===== src/rtl/unidade_controle_pkg.sv =====
// Shared definitions for the multi-cycle main control unit:
// opcodes, ALUOp codes (also decoded by ulaControl), mux select codes and state encoding.
package unidade_controle_pkg;

    // Opcode field instr[15:12]
    localparam logic [3:0] OP_R    = 4'b0000;
    localparam logic [3:0] OP_ADDI = 4'b0001;
    localparam logic [3:0] OP_LW   = 4'b0010;
    localparam logic [3:0] OP_SW   = 4'b0011;
    localparam logic [3:0] OP_BEQ  = 4'b0100;
    localparam logic [3:0] OP_J    = 4'b0101;
    localparam logic [3:0] OP_HALT = 4'b1111;

    // ALU operation class handed to ulaControl
    typedef enum logic [1:0] {
        ALUOP_ADD   = 2'b00,
        ALUOP_SUB   = 2'b01,
        ALUOP_RTYPE = 2'b10,
        ALUOP_ITYPE = 2'b11
    } aluop_t;

    // Second ALU operand select
    typedef enum logic [1:0] {
        SRCB_REGB  = 2'b00,
        SRCB_ONE   = 2'b01,
        SRCB_IMM   = 2'b10,
        SRCB_BROFF = 2'b11
    } alusrcb_t;

    // Next-PC source select
    typedef enum logic [1:0] {
        PCSRC_ALU    = 2'b00,
        PCSRC_ALUOUT = 2'b01,
        PCSRC_JUMP   = 2'b10
    } pcsrc_t;

    typedef enum logic [3:0] {
        S_INIT,
        S_FETCH,
        S_DECODE,
        S_EXEC_R,
        S_WB_R,
        S_EXEC_I,
        S_WB_I,
        S_MEM_ADDR,
        S_MEM_RD,
        S_WB_MEM,
        S_MEM_WR,
        S_BRANCH,
        S_JUMP,
        S_HALT
    } state_t;

endpackage


===== src/rtl/unidade_controle.sv =====
// Multi-cycle main control FSM: sequences fetch/decode/execute/memory/writeback,
// drives datapath enables and ALUOp, stalls on mem_ready, counts retired instructions.
module unidade_controle
    import unidade_controle_pkg::*;
#(
    parameter int CNT_W = 16
) (
    input  logic             clk,
    input  logic             rst_n,
    input  logic [3:0]       opcode,
    input  logic             mem_ready,
    output logic             PCWrite,
    output logic             PCWriteCond,
    output logic             IorD,
    output logic             MemRead,
    output logic             MemWrite,
    output logic             IRWrite,
    output logic             RegDst,
    output logic             MemtoReg,
    output logic             RegWrite,
    output logic             ALUSrcA,
    output logic [1:0]       ALUSrcB,
    output logic [1:0]       ALUOp,
    output logic [1:0]       PCSource,
    output logic             halted,
    output logic             illegal_op,
    output logic [CNT_W-1:0] instr_count
);

    state_t           r_state;
    state_t           w_next_state;
    logic             r_illegal_op;
    logic [CNT_W-1:0] r_instr_count;
    logic             w_set_illegal;
    logic             w_retire;

    // State register, sticky illegal flag and retired-instruction counter
    // NOTE: async active-low reset in the sensitivity list; all sequential state uses <= so
    // every register samples pre-edge values regardless of statement order.
    always_ff @(posedge clk or negedge rst_n) begin
        if (!rst_n) begin
            r_state       <= S_INIT;
            r_illegal_op  <= 1'b0;
            r_instr_count <= '0;
        end else begin
            r_state <= w_next_state;
            if (w_set_illegal) r_illegal_op <= 1'b1;
            if (w_retire) r_instr_count <= r_instr_count + CNT_W'(1);
        end
    end

    // Next-state and output decode (Moore, except FETCH PC/IR load follows mem_ready)
    always_comb begin
        // NOTE: every signal gets a default first so no path through the case infers a latch.
        w_next_state  = r_state;
        w_set_illegal = 1'b0;
        PCWrite       = 1'b0;
        PCWriteCond   = 1'b0;
        IorD          = 1'b0;
        MemRead       = 1'b0;
        MemWrite      = 1'b0;
        IRWrite       = 1'b0;
        RegDst        = 1'b0;
        MemtoReg      = 1'b0;
        RegWrite      = 1'b0;
        ALUSrcA       = 1'b0;
        ALUSrcB       = SRCB_REGB;
        ALUOp         = ALUOP_ADD;
        PCSource      = PCSRC_ALU;
        halted        = 1'b0;

        unique case (r_state)
            S_INIT: w_next_state = S_FETCH;
            S_FETCH: begin
                MemRead = 1'b1;
                ALUSrcB = SRCB_ONE;
                PCWrite = mem_ready;
                IRWrite = mem_ready;
                if (mem_ready) w_next_state = S_DECODE;
            end
            S_DECODE: begin
                ALUSrcB = SRCB_BROFF;
                case (opcode)
                    OP_R:          w_next_state = S_EXEC_R;
                    OP_ADDI:       w_next_state = S_EXEC_I;
                    OP_LW, OP_SW:  w_next_state = S_MEM_ADDR;
                    OP_BEQ:        w_next_state = S_BRANCH;
                    OP_J:          w_next_state = S_JUMP;
                    OP_HALT:       w_next_state = S_HALT;
                    default: begin
                        w_next_state  = S_HALT;
                        w_set_illegal = 1'b1;
                    end
                endcase
            end
            S_EXEC_R: begin
                ALUSrcA      = 1'b1;
                ALUOp        = ALUOP_RTYPE;
                w_next_state = S_WB_R;
            end
            S_WB_R: begin
                RegDst       = 1'b1;
                RegWrite     = 1'b1;
                w_next_state = S_FETCH;
            end
            S_EXEC_I: begin
                ALUSrcA      = 1'b1;
                ALUSrcB      = SRCB_IMM;
                ALUOp        = ALUOP_ITYPE;
                w_next_state = S_WB_I;
            end
            S_WB_I: begin
                RegWrite     = 1'b1;
                w_next_state = S_FETCH;
            end
            S_MEM_ADDR: begin
                ALUSrcA      = 1'b1;
                ALUSrcB      = SRCB_IMM;
                // IR holds the opcode, so LW/SW can be re-examined here
                w_next_state = (opcode == OP_LW) ? S_MEM_RD : S_MEM_WR;
            end
            S_MEM_RD: begin
                IorD    = 1'b1;
                MemRead = 1'b1;
                if (mem_ready) w_next_state = S_WB_MEM;
            end
            S_WB_MEM: begin
                MemtoReg     = 1'b1;
                RegWrite     = 1'b1;
                w_next_state = S_FETCH;
            end
            S_MEM_WR: begin
                IorD     = 1'b1;
                MemWrite = 1'b1;
                if (mem_ready) w_next_state = S_FETCH;
            end
            S_BRANCH: begin
                ALUSrcA      = 1'b1;
                ALUOp        = ALUOP_SUB;
                PCWriteCond  = 1'b1;
                PCSource     = PCSRC_ALUOUT;
                w_next_state = S_FETCH;
            end
            S_JUMP: begin
                PCWrite      = 1'b1;
                PCSource     = PCSRC_JUMP;
                w_next_state = S_FETCH;
            end
            S_HALT: halted = 1'b1;
            default: w_next_state = S_INIT;
        endcase

        // An instruction retires when control returns to FETCH from its last step
        w_retire = (w_next_state == S_FETCH) && (r_state != S_INIT) && (r_state != S_FETCH);
    end

    assign illegal_op  = r_illegal_op;
    assign instr_count = r_instr_count;

endmodule

===== config.mk =====
export PLATFORM = sky130hd
export DESIGN_NAME = unidade_controle
export DESIGN_NICKNAME = d
export VERILOG_FILES = /design/src/rtl/unidade_controle_pkg.sv /design/src/rtl/unidade_controle.sv
export SDC_FILE = /design/constraint.sdc
export NUM_CORES = 1
export LEC_CHECK = 0
export ABC_AREA = 1
export CORE_ASPECT_RATIO = 0.6
export CORE_MARGIN = 4
export CORE_UTILIZATION = 30
export CTS_CLUSTER_DIAMETER = 120
export CTS_CLUSTER_SIZE = 20
export DETAILED_ROUTE_END_ITERATION = 12
export GPL_ROUTABILITY_DRIVEN = 0
export GPL_TIMING_DRIVEN = 0
export PLACE_DENSITY_LB_ADDON = 0.08
export SYNTH_ARGS = -nofsm -noshare
export SYNTH_HDL_FRONTEND = slang
export SYNTH_SLANG_ARGS = --single-unit
export TNS_END_PERCENT = 30

===== constraint.sdc =====
create_clock -name clk -period 2.6 [get_ports clk]
set_input_delay 0.26 -clock clk [delete_from_list [all_inputs] [get_ports clk]]
set_output_delay 0.26 -clock clk [all_outputs]
set_load 0.005 [all_outputs]

# Yosys cells after proc, flatten, opt, wreduce, memory -nomap -nowiden
# Index checks and enable logic that the tools add are counted.
totals:
  elab_cells: 60
  in_bits: 7
  register_bits: 21
  out_inout_bits: 34
op_classes:
  mux: 22
  n_addsub: 1
  n_reduce_logical: 13
  eq_ne: 21
op_table:
  columns: ["operator", "count"]
  rows:
  - ["4-bit one-hot mux with 9 select lines", 1]
  - ["4-bit equality test (second input constant)", 7]
  - ["4-bit by 3-bit equality test with 1-bit output (second input constant)", 6]
  - ["4-bit one-hot mux with 5 select lines", 1]
  - ["16-bit by 1-bit adder with 16-bit output (second input constant)", 1]
  - ["4-bit by 2-bit equality test with 1-bit output (second input constant)", 4]
  - ["4-bit by 1-bit equality test with 1-bit output (second input constant)", 3]
  - ["1-bit two-way mux", 12]
  - ["4-bit two-way mux", 3]
  - ["2-bit one-hot mux with 3 select lines", 2]
  - ["4-bit logical NOT", 2]
  - ["2-bit OR reduction", 4]
  - ["7-bit OR reduction", 1]
  - ["6-bit OR reduction", 1]
  - ["4-bit by 1-bit != test with 1-bit output (second input constant)", 1]
  - ["2-bit one-hot mux with 2 select lines", 1]
  - ["4-bit nonzero test", 1]
  - ["4-bit OR reduction", 1]
  - ["3-bit OR reduction", 1]
  - ["1-bit logical AND", 2]
  - ["2-bit two-way mux", 1]
  - ["1-bit one-hot mux with 2 select lines", 1]

# Depth between registers and ports, before layout
# Gate-level depths: netlist of the first run.
depth:
  ltp_word: 7
  depth_mapped: 13

# Least setup slack after synthesis of the first run
# Ideal clock, no wire load.
synth_timing:
  kind: "register -> output"
  start: "register r_state[3]"
  end: "output port PCWrite"
  path_stages_with_launch: 6
  setup_slack_ps: 1028
  required_time_ps: 2340
  arrival_time_ps: 1312
  path_cell_list: "dfrtp_1 -> nor2_1 -> nand2_1 -> buf_2 -> clkbuf_1 -> o21ai_0"
synth_via:
  elab_chain_len: 2
synth_lines:
  columns: ["element", "line_no", "rtl"]
  rows:
  - ["start: declaration", "unidade_controle.sv:30", "state_t r_state;"]
  - ["start signal: assignment", "unidade_controle.sv:46", "r_state <= w_next_state;"]
  - ["4-bit equality test / 4-bit by 1-bit equality test with 1-bit output (equally long branches)", "unidade_controle.sv:72", "unique case (r_state)"]
  - ["1-bit one-hot mux with 2 select lines (*)", "unidade_controle.sv:72", null]
  - ["end: declaration", "unidade_controle.sv:12", "output logic PCWrite,"]
# Mark *: on every way between the ends. The rest lies on a longest branch, timed or not.

# Final worst setup path of the first run
layout_timing:
  start: "register r_state[0]"
  end: "output port PCWrite"
# Same word-level chain as after synthesis.

==> results of run 1 <==
-- worst reg2reg max path, delay by kind of cell, from the launching register on --
kind | cells | cell delay [ns]
and+or+nand+nor | 7 | 0.83
DFF | 1 | 0.47
buffers and inverters | 2 | 0.46
-- cells by family after synthesis --
group           Yosys count
flops                    21
xor+xnor                  7
fa+ha+maj                 1
buf+inv                  42
compound gates            6
simple gates            163
-- flip-flops by register name (all words and copies together) (netlist names) --
| register | cells |
|---|---|
| instr_count | 16 |
| r_state | 4 |
| illegal_op | 1 |
-- final timing paths --
check                                start               to  slack, ns  cells after the start
worst max-delay path            r_state[0]          PCWrite       0.25                      6
worst min-delay path            illegal_op       illegal_op       0.48                      1
worst max register to register  r_state[0]  instr_count[11]       0.74                      9
worst min register to register  illegal_op       illegal_op       0.48                      1
max in group asynchronous            rst_n   instr_count[9]       1.49                      1
min in group asynchronous            rst_n   instr_count[4]       0.52                      1
-- synthesized netlist by cell type (2+ instances only) --
cell and number:
nand3_1 15, nor2_1 26, nor3_1 6, nand2_2 3, inv_1 32, buf_2 3
nand3_2 2, nand4_1 20, nor2_2 3, inv_2 2, buf_4 3, dfrtp_1 21
nand2_1 86, o21ai_0 3, xor2_1 5, xnor2_1 2
-- per-layer routing --
layer  GRT usage, %  up-vias  share of wire (%)
met1           26.5      705                 61
met3           4.30        4                7.3
met5              0        -                  0
li1               -      851                  -
met4           2.18        0               0.40
met2           15.2       50                 32
-- through the flow --
stage	cell area, µm²	utilization [%]	setup slack [ns]	instances	hold WS [ns]
floorplan	1540	-	1.03	240	-0.0356
global placement	2020	42.3	0.206	343	0.470
detailed placement	2020	42.3	0.226	343	0.461
CTS	2070	43.3	0.257	346	0.491
global route	2070	43.3	0.106	346	0.529
finish	2070	43.3	0.253	346	0.483
-- cell type report --
cell class / instances / share of cell area (%)
Inverter: 34 / 6.17
Timing Repair Buffer: 40 / 19.4
Multi-Input combinational cell: 177 / 40.7
Buffer: 7 / 2.36
Clock buffer: 4 / 2.18
Sequential cell: 21 / 25.4
Tap cell: 63 / 3.81
-- where the power goes --
group	switching [W]	internal [W]	leakage [nW]	total [W]
Clock	0.000116	0.000110	0.0228	0.000225
Sequential	0.0000984	0.000389	0.280	0.000488
Combinational	0.000706	0.000468	0.757	0.00117
Total	0.000919	0.000967	1.06	0.00189
-- what timing repair did --
item,CTS,global route
gates resized for setup,1,0
endpoints found under the setup margin,2,0
setup buffers,0,0
==> results.ini, run 1 <==
[synthesis]
synth_top_family_by_area = simple AND/OR/NAND/NOR gates
synth-xor-area-share_pct = 3.97
syn_nets = 248
synth_area_um2 = 1540
synth-compound-area-share_pct = 2.51
yosysWarnings = 0
yosys_register_bits = 21
synth_top_cell_by_area = dfrtp_1
synth_area_leaders = dfrtp_1 (34%), nand2_1 (21%), nand4_1 (8.1%)
yosys.area_share.simple_pct = 47.0
synthArstFlopShare_pct = 100
synth_flop_cell = dfrtp_1
synth.top_cell.area_share_pct = 34.0
yosys-mux-area-fraction_pct = 0
synth_adder_area_share_pct = 0.810
synth-edff-count = 0
synth_cells = 240
postSynthAreaPerCell_um2 = 6.43
ys_types = 24
seq_area_frac_synth_pct = 34.0

[critical_path]
arrival_ns = 2.09
cp_top_family = buffers and inverters
crit_chain = inv_2 -> nor2_2 -> nand2_1 -> buf_2 -> o21ai_0 -> clkdlybuf4s50_1
path_class = flop to output pin
critPathBufInv = 3
slowest_delay_ns = 0.52
cp-end-kind = output pin
critPathSlowestCell = clkdlybuf4s50_1
start_kind = flop
critPathMaxFanout = 19
critPathRequiredTime_ns = 2.34

[global_routing]
grt_pass1_wl_um = 7340
antenna_found_initial = 0
grt_usage_pct = 14.6
grt_pass1_vias = 1396
grt_max_degree = 22
grt-ovfl-total = 0

[routing]
first_pass_iters = 4
vias = 1610
avgRoutedWirePerCell_um = 13.1
wirelength_um = 4530
postRouteAntennaNets = 0
via_per_inst = 4.65
drc_errors = 0
drt_iter0_drc = 127

[sta]
fin_crit_sh_pct = 90.3
max_freq_mhz = 426
slew_headroom_pct = 35.5
final.min_clock_period_ns = 2.35
tns_ns = 0
worst_pin_slew_ns = 0.964
hold_viol_final = 0
slew_violations = 0
fin_worst_skew_ns = 0.00350
setup_viol = 0
rsz0062_at_grt = no

[job]
drv_cap = 0

[clock_network]
cts_buffer_depth = 2
cts.clk_slew.worst_paths_ns = 0.08
cts-hold-fix-buffers = 0
numCtsBuffers = 3
cts_tree = done
clock_latency_ns = 0.27
cts_root_buf = clkbuf_8
h-tree-depth = 1
cts.sinks = 21

[placed_design]
io_buffers = 40
hpwlAfterDp_um = 3660

[final_layout]
final_common_cell = nand2_1
regArea_um2 = 526
area_growth_pct = 33.9
nNetsFinal = 292
fillers = 513
n_antenna_cell = 0
drive_gt1_share_pct = 8.13
final_cell_mix = nand2_1 (86), clkdlybuf4s50_1 (40), inv_1 (32)
multi_input_area_um2 = 841

[die]
initial_utilization_pct = 32.3
coreArea_um2 = 4780
pin_count = 41
die_x_um = 101
die_h_um = 63.6
rows = 19
die-area_um2 = 6400

[worst_hold_path]
min_path_type = flop to flop

[outcome]
outcome = finished, final reports clean

[power_and_ir_drop]
p_per_area_nw_per_um2 = 913
leakage_nw = 1.06
power.total_w = 0.00189
vdd_ir_drop_max_v = 0.000418

Power figures use the tool's default switching activity.
==> run 2: changes to the inputs <==
MAX_ROUTING_LAYER = met4   (was default)
REMOVE_ABC_BUFFERS = 1   (was default)
==> results.ini, run 2 (synthesis gave the netlist of run 1 again) <==
[critical_path]
critPathRequiredTime_ns = 2.75
critPathBufInv = 1
arrival_ns = 2.50
start_kind = flop
crit_chain = nor2_1 -> nand2_4 -> nor2_1 -> nor2_1 -> nand3_2 -> nand2_1 -> inv_2 -> nand3_2 -> nand2_1 -> nand2_1
cp_top_family = simple AND/OR/NAND/NOR gates
path_class = flop to flop
critPathSlowestCell = dfrtp_1
cp-end-kind = flop
slowest_delay_ns = 0.44
critPathMaxFanout = 21

[sta]
hold_ws_ns = 0.481
tns_ns = 0
worst_pin_slew_ns = 0.957
fin_crit_sh_pct = 90.4
final.min_clock_period_ns = 2.35
slew_headroom_pct = 36.0
max_freq_mhz = 425
slew_violations = 0
setup_viol = 0
fin_worst_skew_ns = 0.00661
rsz0062_at_grt = no
hold_viol_final = 0

[final_layout]
area_growth_pct = 31.0
final_cell_mix = nand2_1 (85), clkdlybuf4s50_1 (40), inv_1 (32)
final_core_util_pct = 42.3
final_cell_count_no_fill = 339
multi_input_area_um2 = 846
final_common_cell = nand2_1
nNetsFinal = 285
largest_register_ffs = 16
drive_gt1_share_pct = 5.80
fillers = 530
n_antenna_cell = 0
regArea_um2 = 526

[routing]
first_pass_iters = 4
met3WireLength_um = 344
drt_iter0_drc = 138
postRouteAntennaNets = 0
wl_met1_um = 2580
via_per_inst = 4.69
wirelength_um = 4360
avgRoutedWirePerCell_um = 12.9
wl_met2_um = 1430
drc_errors = 0
vias = 1589
highest_layer = met4

[clock_network]
numCtsBuffers = 3
clock_latency_ns = 0.26
cts_root_buf = clkbuf_8
cts_tree = done
h-tree-depth = 1
cts.sinks = 21
cts-hold-fix-buffers = 0
cts_buffer_depth = 2
cts.clk_slew.worst_paths_ns = 0.07

[global_routing]
grt-ovfl-total = 0
grt_max_degree = 22
grt_pass1_wl_um = 7230
grt_usage_pct = 14.7
grt_pass1_vias = 1385
antenna_found_initial = 0

[placed_design]
hpwlAfterDp_um = 3400
placed_cells = 335
io_buffers = 40

[die]
die_h_um = 63.6
initial_utilization_pct = 32.3
rows = 19
coreArea_um2 = 4780
pin_count = 41
die_x_um = 101
die-area_um2 = 6400

[power_and_ir_drop]
vdd_ir_drop_max_v = 0.000377
leakage_nw = 1.03
power.total_w = 0.00173
p_per_area_nw_per_um2 = 857

[outcome]
outcome = finished, final reports clean

[worst_hold_path]
min_path_type = flop to flop

[job]
drv_cap = 0

==> run 2: final cells by class <==
class,instances,area share (%)
sequential,21,26.0
tap,63,3.90
clock buffer,4,2.23
timing repair buffer,40,19.8
multi-input combinational,177,41.8
inverter,34,6.31
==> run 2: timing repair <==
| action | 4_1_cts | 5_1_grt |
|---|---|---|
| setup buffers | 0 | 0 |
| resized for setup | 1 | 1 |
| endpoints found under the setup margin | 14 | 13 |
==> run 2: per-stage QoR <==
stage	area [µm²]	setup WS, ns
after global routing	2020	0.0378
after global placement	1970	-0.0433
after CTS	2020	0.119
after floorplan	1490	0.593
after detailed placement	1970	-0.0848
final	2020	0.249
==> run 2: layer usage <==
metal / GRT usage (%) / vias to the layer above
met4: 2.02 / 0
met3: 3.20 / 2
met5: - / -
met1: 25.7 / 706
met2: 15.8 / 52
li1: - / 829
==> run 2: path summary, 6_finish.rpt <==
path,start,to,slack (ns),depth (start not counted)
hold / removal,illegal_op,illegal_op,0.48,1
min in group asynchronous,rst_n,r_state[0],0.53,1
setup reg to reg,r_state[3],instr_count[14],0.25,10
hold reg to reg,illegal_op,illegal_op,0.48,1
max in group asynchronous,rst_n,instr_count[2],1.49,1
setup / recovery,r_state[3],instr_count[14],0.25,10
==> run 2: where the power goes <==
group          switching, W  leakage, nW  internal [W]  total [W]
sequential        0.0000976        0.280      0.000389   0.000487
clock              0.000106       0.0228      0.000109   0.000215
combinational      0.000657        0.728      0.000375    0.00103
==> run 3: changes to the inputs <==
clock period = 2.5 ns   (was 2.6 ns; I/O delays follow)
==> results.ini, run 3 (synthesis gave the netlist of run 1 again) <==
[die]
die_h_um = 63.6
pin_count = 41
coreArea_um2 = 4780
rows = 19
initial_utilization_pct = 32.3
die_x_um = 101
die-area_um2 = 6400

[placed_design]
pre_cts_slack_ns = -0.185
placed_cells = 335
hpwlAfterDp_um = 3400
io_buffers = 40
placed_cell_area_um2 = 1970

[clock_network]
cts_tree = done
clock_latency_ns = 0.26
numCtsBuffers = 3
h-tree-depth = 1
cts.clk_slew.worst_paths_ns = 0.08
cts_root_buf = clkbuf_8
post-cts-setup-buffer-count = 0
cts.sinks = 21
cts_buffer_depth = 2

[final_layout]
area_growth_pct = 31.7
final_common_cell = nand2_1
final_cell_count_no_fill = 339
regArea_um2 = 526
nNetsFinal = 285
drive_gt1_share_pct = 6.16
fillers = 529
final_cell_mix = nand2_1 (85), clkdlybuf4s50_1 (40), inv_1 (32)
largest_register_ffs = 16
multi_input_area_um2 = 856
fin_area_um2 = 2030
n_antenna_cell = 0

[sta]
slew_violations = 0
max_freq_mhz = 442
final.min_clock_period_ns = 2.26
hold_viol_final = 0
slew_headroom_pct = 35.8
worst_pin_slew_ns = 0.960
setup_viol = 0
setup_slack_ns = 0.235
fin_crit_sh_pct = 90.6
rsz0062_at_grt = no
fin_worst_skew_ns = 0.00743

[global_routing]
grt_max_degree = 22
grt_usage_pct = 14.7
grt-ovfl-total = 0
grt_pass1_wl_um = 7230
grt_pass1_vias = 1385
antenna_found_initial = 0

[outcome]
outcome = finished, final reports clean

[worst_hold_path]
min_path_type = flop to flop

[power_and_ir_drop]
p_per_area_nw_per_um2 = 898
vdd_ir_drop_max_v = 0.000395
leakage_nw = 1.03
power.total_w = 0.00183

[critical_path]
path_class = flop to output pin
r2r_slack_ns = 0.33
arrival_ns = 2.01
critPathMaxFanout = 20
cp-end-kind = output pin
critPathRequiredTime_ns = 2.25
start_kind = flop

[routing]
drt_iter0_drc = 112
drc_errors = 0
postRouteAntennaNets = 0
via_per_inst = 4.63
avgRoutedWirePerCell_um = 12.8
vias = 1569
first_pass_iters = 4
wirelength_um = 4350

[job]
drv_cap = 0

-- run 3: cell counts in the layout (fill, tap and decap cells not counted) --
No cell type changed its count.
-- run 3: layer usage --
layer,up-vias,track usage [%],part of all wire (%)
li1,831,-,-
met1,694,25.7,61
met2,42,15.8,33
met3,2,3.20,6.2
met4,0,2.02,0.32
met5,-,-,0
-- run 3: layout make-up --
class | instances | share of cell area [%]
clock buffer | 4 | 2.22
inverter | 34 | 6.28
multi-input combinational | 177 | 42.1
sequential | 21 | 25.8
tap | 63 | 3.88
timing repair buffer | 40 | 19.7
-- run 3: worst paths after layout --
| check | from | to | cells past startpoint |
|---|---|---|---|
| max | r_state[0] | PCWrite | 5 |
| min | illegal_op | illegal_op | 1 |
| max reg2reg | r_state[0] | instr_count[6] | 11 |
| min reg2reg | illegal_op | illegal_op | 1 |
| max in group asynchronous | rst_n | instr_count[2] | 1 |
| min in group asynchronous | rst_n | r_state[0] | 1 |
-- run 3: timing repair --
action                                  in CTS  in global routing
gates resized for setup                      1                  3
endpoints found under the setup margin      16                 13
hold buffers                                 0                  0
-- run 3: worst max-delay path, cell delays in order, from the launching register on --
cell and delay [ns]:
dfrtp_1 0.46, inv_2 0.07, nor2_2 0.27, nand2_4 0.24, o21ai_0 0.20, clkdlybuf4s50_1 0.52
-- run 3: metrics by stage --
stage	TNS (ns)	util, %	hold WS (ns)
after floorplan	0	-	-0.0456
final	0	42.6	0.480
after global routing	0	42.6	0.526
after CTS	0	42.2	0.489
after global placement	-1.67	41.2	0.467
after detailed placement	-2.08	41.2	0.465
-- run 3: where the power goes --
part	switching [W]	leakage, nW	internal (W)
registers	0.000104	0.280	0.000405
clock network	0.000111	0.0228	0.000114
logic	0.000695	0.729	0.000399
total	0.000909	1.03	0.000917
